**config.mk**
```make
export PLATFORM = sky130hd
export DESIGN_NAME = fetch_prefetch_unit
export DESIGN_NICKNAME = d
export VERILOG_FILES = /design/src/rtl/fetch_prefetch_unit.sv
export SDC_FILE = /design/constraint.sdc
export NUM_CORES = 1
export LEC_CHECK = 0
export BUFFER_PORTS_ARGS = -buffer_cell sky130_fd_sc_hd__buf_2
export CAP_MARGIN = 15
export CORE_ASPECT_RATIO = 1.1
export CORE_UTILIZATION = 45
export DETAILED_ROUTE_END_ITERATION = 10
export PLACE_DENSITY = 0.69
export SETUP_SLACK_MARGIN = 0.5
export SLEW_MARGIN = 40
export SYNTH_ARGS = -nofsm -noshare
export SYNTH_HDL_FRONTEND = slang
export SYNTH_SLANG_ARGS = --single-unit
```
**constraint.sdc**
```tcl
create_clock -name clk -period 7.05 [get_ports clk]
set_input_delay 0.705 -clock clk [delete_from_list [all_inputs] [get_ports clk]]
set_output_delay 0.705 -clock clk [all_outputs]
set_load 0.02 [all_outputs]
```
**src/rtl/fetch_prefetch_unit.sv**
```systemverilog
// fetch_prefetch_unit: in-order instruction prefetch with credit-limited requests,
// a DEPTH-entry instruction FIFO and redirect flush of stale in-flight responses.
module fetch_prefetch_unit #(
  parameter logic [31:0] RESET_PC = 32'h0000_0000,
  parameter int          DEPTH    = 4
) (
  input  logic        clk,
  input  logic        rst_n,
  input  logic        redirect_valid,
  input  logic [31:0] redirect_pc,
  output logic        imem_req_valid,
  input  logic        imem_req_ready,
  output logic [31:0] imem_req_addr,
  input  logic        imem_resp_valid,
  input  logic [31:0] imem_resp_data,
  output logic        instr_valid,
  input  logic        instr_ready,
  output logic [31:0] instr,
  output logic [31:0] instr_pc
);
  localparam int AW = $clog2(DEPTH);
  localparam int PW = AW + 1;
  localparam int OW = $clog2(DEPTH + 1);
  localparam int CW = AW + 2;
  typedef enum logic [1:0] {IDLE, FETCH, FLUSH} state_t;
  state_t state, state_n;
  logic [31:0] fetch_pc, fetch_pc_n;
  logic [OW-1:0] outstanding, outstanding_n, discard, discard_n;
  logic [PW-1:0] wptr, rptr, pq_w, pq_r, occ;
  logic [31:0] data_q [DEPTH];
  logic [31:0] pc_q [DEPTH];
  logic [31:0] addr_q [DEPTH];
  logic acc, rsp, push, pop;
  assign occ            = wptr - rptr;
  assign instr_valid    = wptr != rptr;
  assign instr          = instr_valid ? data_q[rptr[AW-1:0]] : 32'h0000_0013;
  assign instr_pc       = instr_valid ? pc_q[rptr[AW-1:0]] : 32'h0;
  // Credit rule: buffered plus in-flight never exceeds DEPTH, so the FIFO cannot overflow.
  assign imem_req_valid = (state == FETCH) && (CW'(occ) + CW'(outstanding) < CW'(DEPTH));
  assign imem_req_addr  = fetch_pc;
  assign acc            = imem_req_valid && imem_req_ready;
  assign rsp            = imem_resp_valid && (outstanding != '0);
  assign pop            = instr_valid && instr_ready;
  assign push           = rsp && (state == FETCH) && (discard == '0) && !redirect_valid;
  always_comb begin
    outstanding_n = outstanding + OW'(acc) - OW'(rsp);
    discard_n     = (redirect_valid && state != FLUSH) ? outstanding_n
                                                       : discard - OW'(rsp && discard != '0);
    fetch_pc_n    = redirect_valid ? (redirect_pc & ~32'd3) : fetch_pc + (acc ? 32'd4 : 32'd0);
    state_n       = (discard_n != '0) ? FLUSH : FETCH;
  end
  always_ff @(posedge clk or negedge rst_n) begin
    if (!rst_n) begin
      state       <= IDLE;
      fetch_pc    <= RESET_PC;
      outstanding <= '0;
      discard     <= '0;
      wptr        <= '0;
      rptr        <= '0;
      pq_w        <= '0;
      pq_r        <= '0;
    end else begin
      state       <= state_n;
      fetch_pc    <= fetch_pc_n;
      outstanding <= outstanding_n;
      discard     <= discard_n;
      pq_w        <= pq_w + PW'(acc);
      pq_r        <= pq_r + PW'(rsp);
      wptr        <= redirect_valid ? '0 : wptr + PW'(push);
      rptr        <= redirect_valid ? '0 : rptr + PW'(pop);
    end
  end
  // Accepted addresses queue up alongside the requests so each response finds its PC.
  always_ff @(posedge clk) begin
    if (acc) addr_q[pq_w[AW-1:0]] <= fetch_pc;
    if (push) begin
      data_q[wptr[AW-1:0]] <= imem_resp_data;
      pc_q[wptr[AW-1:0]]   <= addr_q[pq_r[AW-1:0]];
    end
  end
endmodule

```
==> metrics.yaml <==
outcome:
  outcome: "completed"
sta:
  clock_skew_ns: 0.0153
  setup_ws_ns: 2.48
  setup_viol: 0
  slew_headroom_pct: 47.4
  rsz0062_at_grt: "no"
  hold_slack_ns: 0.291
  finalCriticalPeriod_ns: 4.57
  post-route-period-util_pct: 64.9
  hold_viol_final: 0
  setup_tns_ns: 0
  fmaxAchievable_ghz: 0.219
  worstMarginPinSlew_ns: 0.789
  slew_viol_final: 0
pwr:
  powerDensity_nw_per_um2: 289
  p_leak_uw: 0.00655
  peakVddDrop_mv: 0.158
synth:
  synthSimpleGateAreaFrac_pct: 6.41
  syn_area_um2: 16400
  synthDistinctLibCells: 41
  synth_fa_ha_area_share_pct: 1.46
  synth_flop_cell: "edfxtp_1"
  async_reset_ff_share_pct: 11.5
  synthXorXnorAreaFrac_pct: 1.01
  synth.avg_cell_area_um2: 19.4
  ys_seq_area_share_pct: 74.7
  synth_top_family_by_area: "multiplexers"
  synth_compound_area_share_pct: 1.88
  synth.ff_latch_count: 416
  synth_edf_count: 368
  synthMuxAreaShare_pct: 12.9
  yosys_warnings: 0
  syn_inst: 847
floorplan:
  die-area_um2: 37200
  start_util_pct: 46.2
  die_w_um: 184
  coreArea_um2: 35500
  row_count: 72
  ios: 168
  fp.dieH_um: 202
setup_path:
  critPathMostFrequentCell: "ha_1"
  critPathLaunchType: "flop"
  cp.depth: 15
  required_ns: 7.50
  path_max_fanout: 21
  cpPeakStageDelay_ns: 0.75
  critPathArrivalTime_ns: 5.02
  critPathCaptureType: "flop"
  cp.buffers_inverters: 3
  reg2reg_depth: 15
  crit_chain: "ha_1, inv_1, fa_1, xor2_1, ha_1, nor3_1, and3_1, nand2_1, inv_1, ha_1, nand3_1, buf_4, or4_1, or4_1, a31oi_1"
  cp_slowest_cell: "dfrtp_4"
  critPathKind: "flop to flop"
  critPathTopFamily: "simple AND/OR/NAND/NOR gates"
placed_design:
  port_buffers: 161
  dp_slack_ns: 2.50
  gp_congestion: 0.778
  place_hpwl_um: 18600
detailed_routing:
  wl_per_cell_um: 20.2
  vias: 8313
  avgViaCountPerCell: 5.38
  drtAntennaViolNets: 0
  dr.pass1.iters: 5
  drt_iter0_drc: 572
  finalWirelength_um: 31200
  drc_errors: 0
layout:
  nets: 1120
  drive_gt1_share_pct: 33.0
  antennaDiodeCount: 0
  regArea_um2: 12300
  n_fill_cell: 2808
  area_delta_synth_final_pct: 17.0
  multi_input_area_um2: 3960
global_routing:
  grt_pass1_wl_um: 48700
  grt_max_degree: 65
  overflow: 0
  antenna_found_initial: 0
  grt_pass1_vias: 8534
  grt_usage_pct: 17.2
cts:
  post-cts-setup-buffers: 0
  cts_inserted_buffers: 43
  cts_resized: 0
  path_clk_slew_ns: 0.06
  cts_tree: "done"
  cts_sinks: 416
  clockBufferDepth: 3
  clock_latency_ns: 0.52
  clock-root-buffer: "clkbuf_16"
  h-tree-depth: 2
  cts_hold_buf: 0
worst_hold_path:
  hold_class: "input port to asynchronous set/reset pin"
job:
  cap_violations: 0
[state kept, by name, indices dropped and copies added, names as in the netlist]
signal / cells
data_q: 128
addr_q: 120
outstanding: 3
discard: 3
rptr: 3
pq_w: 2
pc_q: 120
imem_req_addr: 30
wptr: 3
state: 2
pq_r: 2
[power by group]
part | total (uW) | internal (uW) | switching [uW]
clock network | 2040 | 1180 | 859
registers | 2960 | 2850 | 111
logic | 546 | 249 | 296
[worst register-to-register path, delay by kind of cell, from the launching register on]
family,cells,cell delay [ns]
simple gates,6,1.79
fa+ha+maj,4,1.15
flops,1,0.75
buf+inv,3,0.46
xor+xnor,1,0.18
compound gates,1,0.16
[routing by layer]
metal | track usage [%] | routed length (um)
met5 | 0 | 0
met4 | 4.76 | 667
met3 | 2.86 | 1730
met2 | 29.1 | 15600
met1 | 23.1 | 13300
[per-stage QoR]
step | util (%) | total power, uW | cells | instance area, um^2
detailed placement | 50.3 | 3570 | 1467 | 17900
global placement | 50.1 | 3540 | 1464 | 17800
global route | 54.1 | 5770 | 1545 | 19200
floorplan | - | 3370 | 850 | 16400
CTS | 53.9 | 5610 | 1544 | 19100
finish | 54.1 | 5550 | 1545 | 19200
[synthesized netlist by cell type, types with 3 or more instances]
cell type,instances,area share [%]
edfxtp_1,368,67
mux4_2,92,13
nor2b_1,66,2.5
dfrtp_1,48,7.3
nand2_1,26,0.59
nor2_1,25,0.57
clkbuf_1,22,0.50
inv_1,21,0.48
a31oi_1,18,0.69
ha_1,16,1.2
o21ai_0,16,0.49
or4_1,13,0.59
o31ai_1,12,0.55
xnor2_1,11,0.59
nand4_1,9,0.34
or3_1,9,0.34
buf_1,8,0.18
nand3_1,8,0.24
xor2_1,8,0.43
nor3_1,7,0.21
and3_1,6,0.23
buf_2,6,0.18
buf_4,4,0.18
or2_2,4,0.15
nor4_1,3,0.11
[kinds of logic (layout without fill, tap and decap cells)]
family          count (synthesis)  after routing
buf+inv                        63            277
compound gates                 49             49
xor+xnor                       19             19
flops                         416            416
mux                            96             96
other cells                     1              4
simple gates                  185            185
fa+ha+maj                      18             18
[cell usage in the layout (no fill, tap or decap), types with 11 or more instances in the layout]
cell type | netlist | final
edfxtp_1 | 368 | 368
buf_2 | 6 | 161
mux4_2 | 92 | 92
nor2b_1 | 66 | 66
dfrtp_1 | 48 | 44
clkbuf_16 | 0 | 43
nand2_1 | 26 | 26
nor2_1 | 25 | 22
inv_1 | 21 | 21
a31oi_1 | 18 | 18
o21ai_0 | 16 | 16
ha_1 | 16 | 16
or4_1 | 13 | 13
o31ai_1 | 12 | 12
clkbuf_1 | 22 | 12
clkinv_1 | 0 | 12
xnor2_1 | 11 | 11
[worst paths after layout]
check | startpoint | end | slack [ns]
setup reg to reg | rptr[0] | imem_req_addr[22] | 2.48
min in group clk | redirect_pc[5] | imem_req_addr[5] | 0.39
hold / removal | rst_n | imem_req_addr[4] | 0.29
hold reg to reg | pq_w[1] | pq_w[1] | 0.55
max in group asynchronous | rst_n | rptr[0] | 6.29
setup / recovery | rptr[0] | imem_req_addr[22] | 2.48
[layout make-up]
class | instances | share of cell area [%]
multi-input combinational | 371 | 20.7
clock inverter | 20 | 0.652
clock buffer | 57 | 5.99
sequential | 416 | 63.9
timing repair buffer | 178 | 5.23
inverter | 22 | 0.430
tap | 481 | 3.14
(Power assumes the default switching activity.)
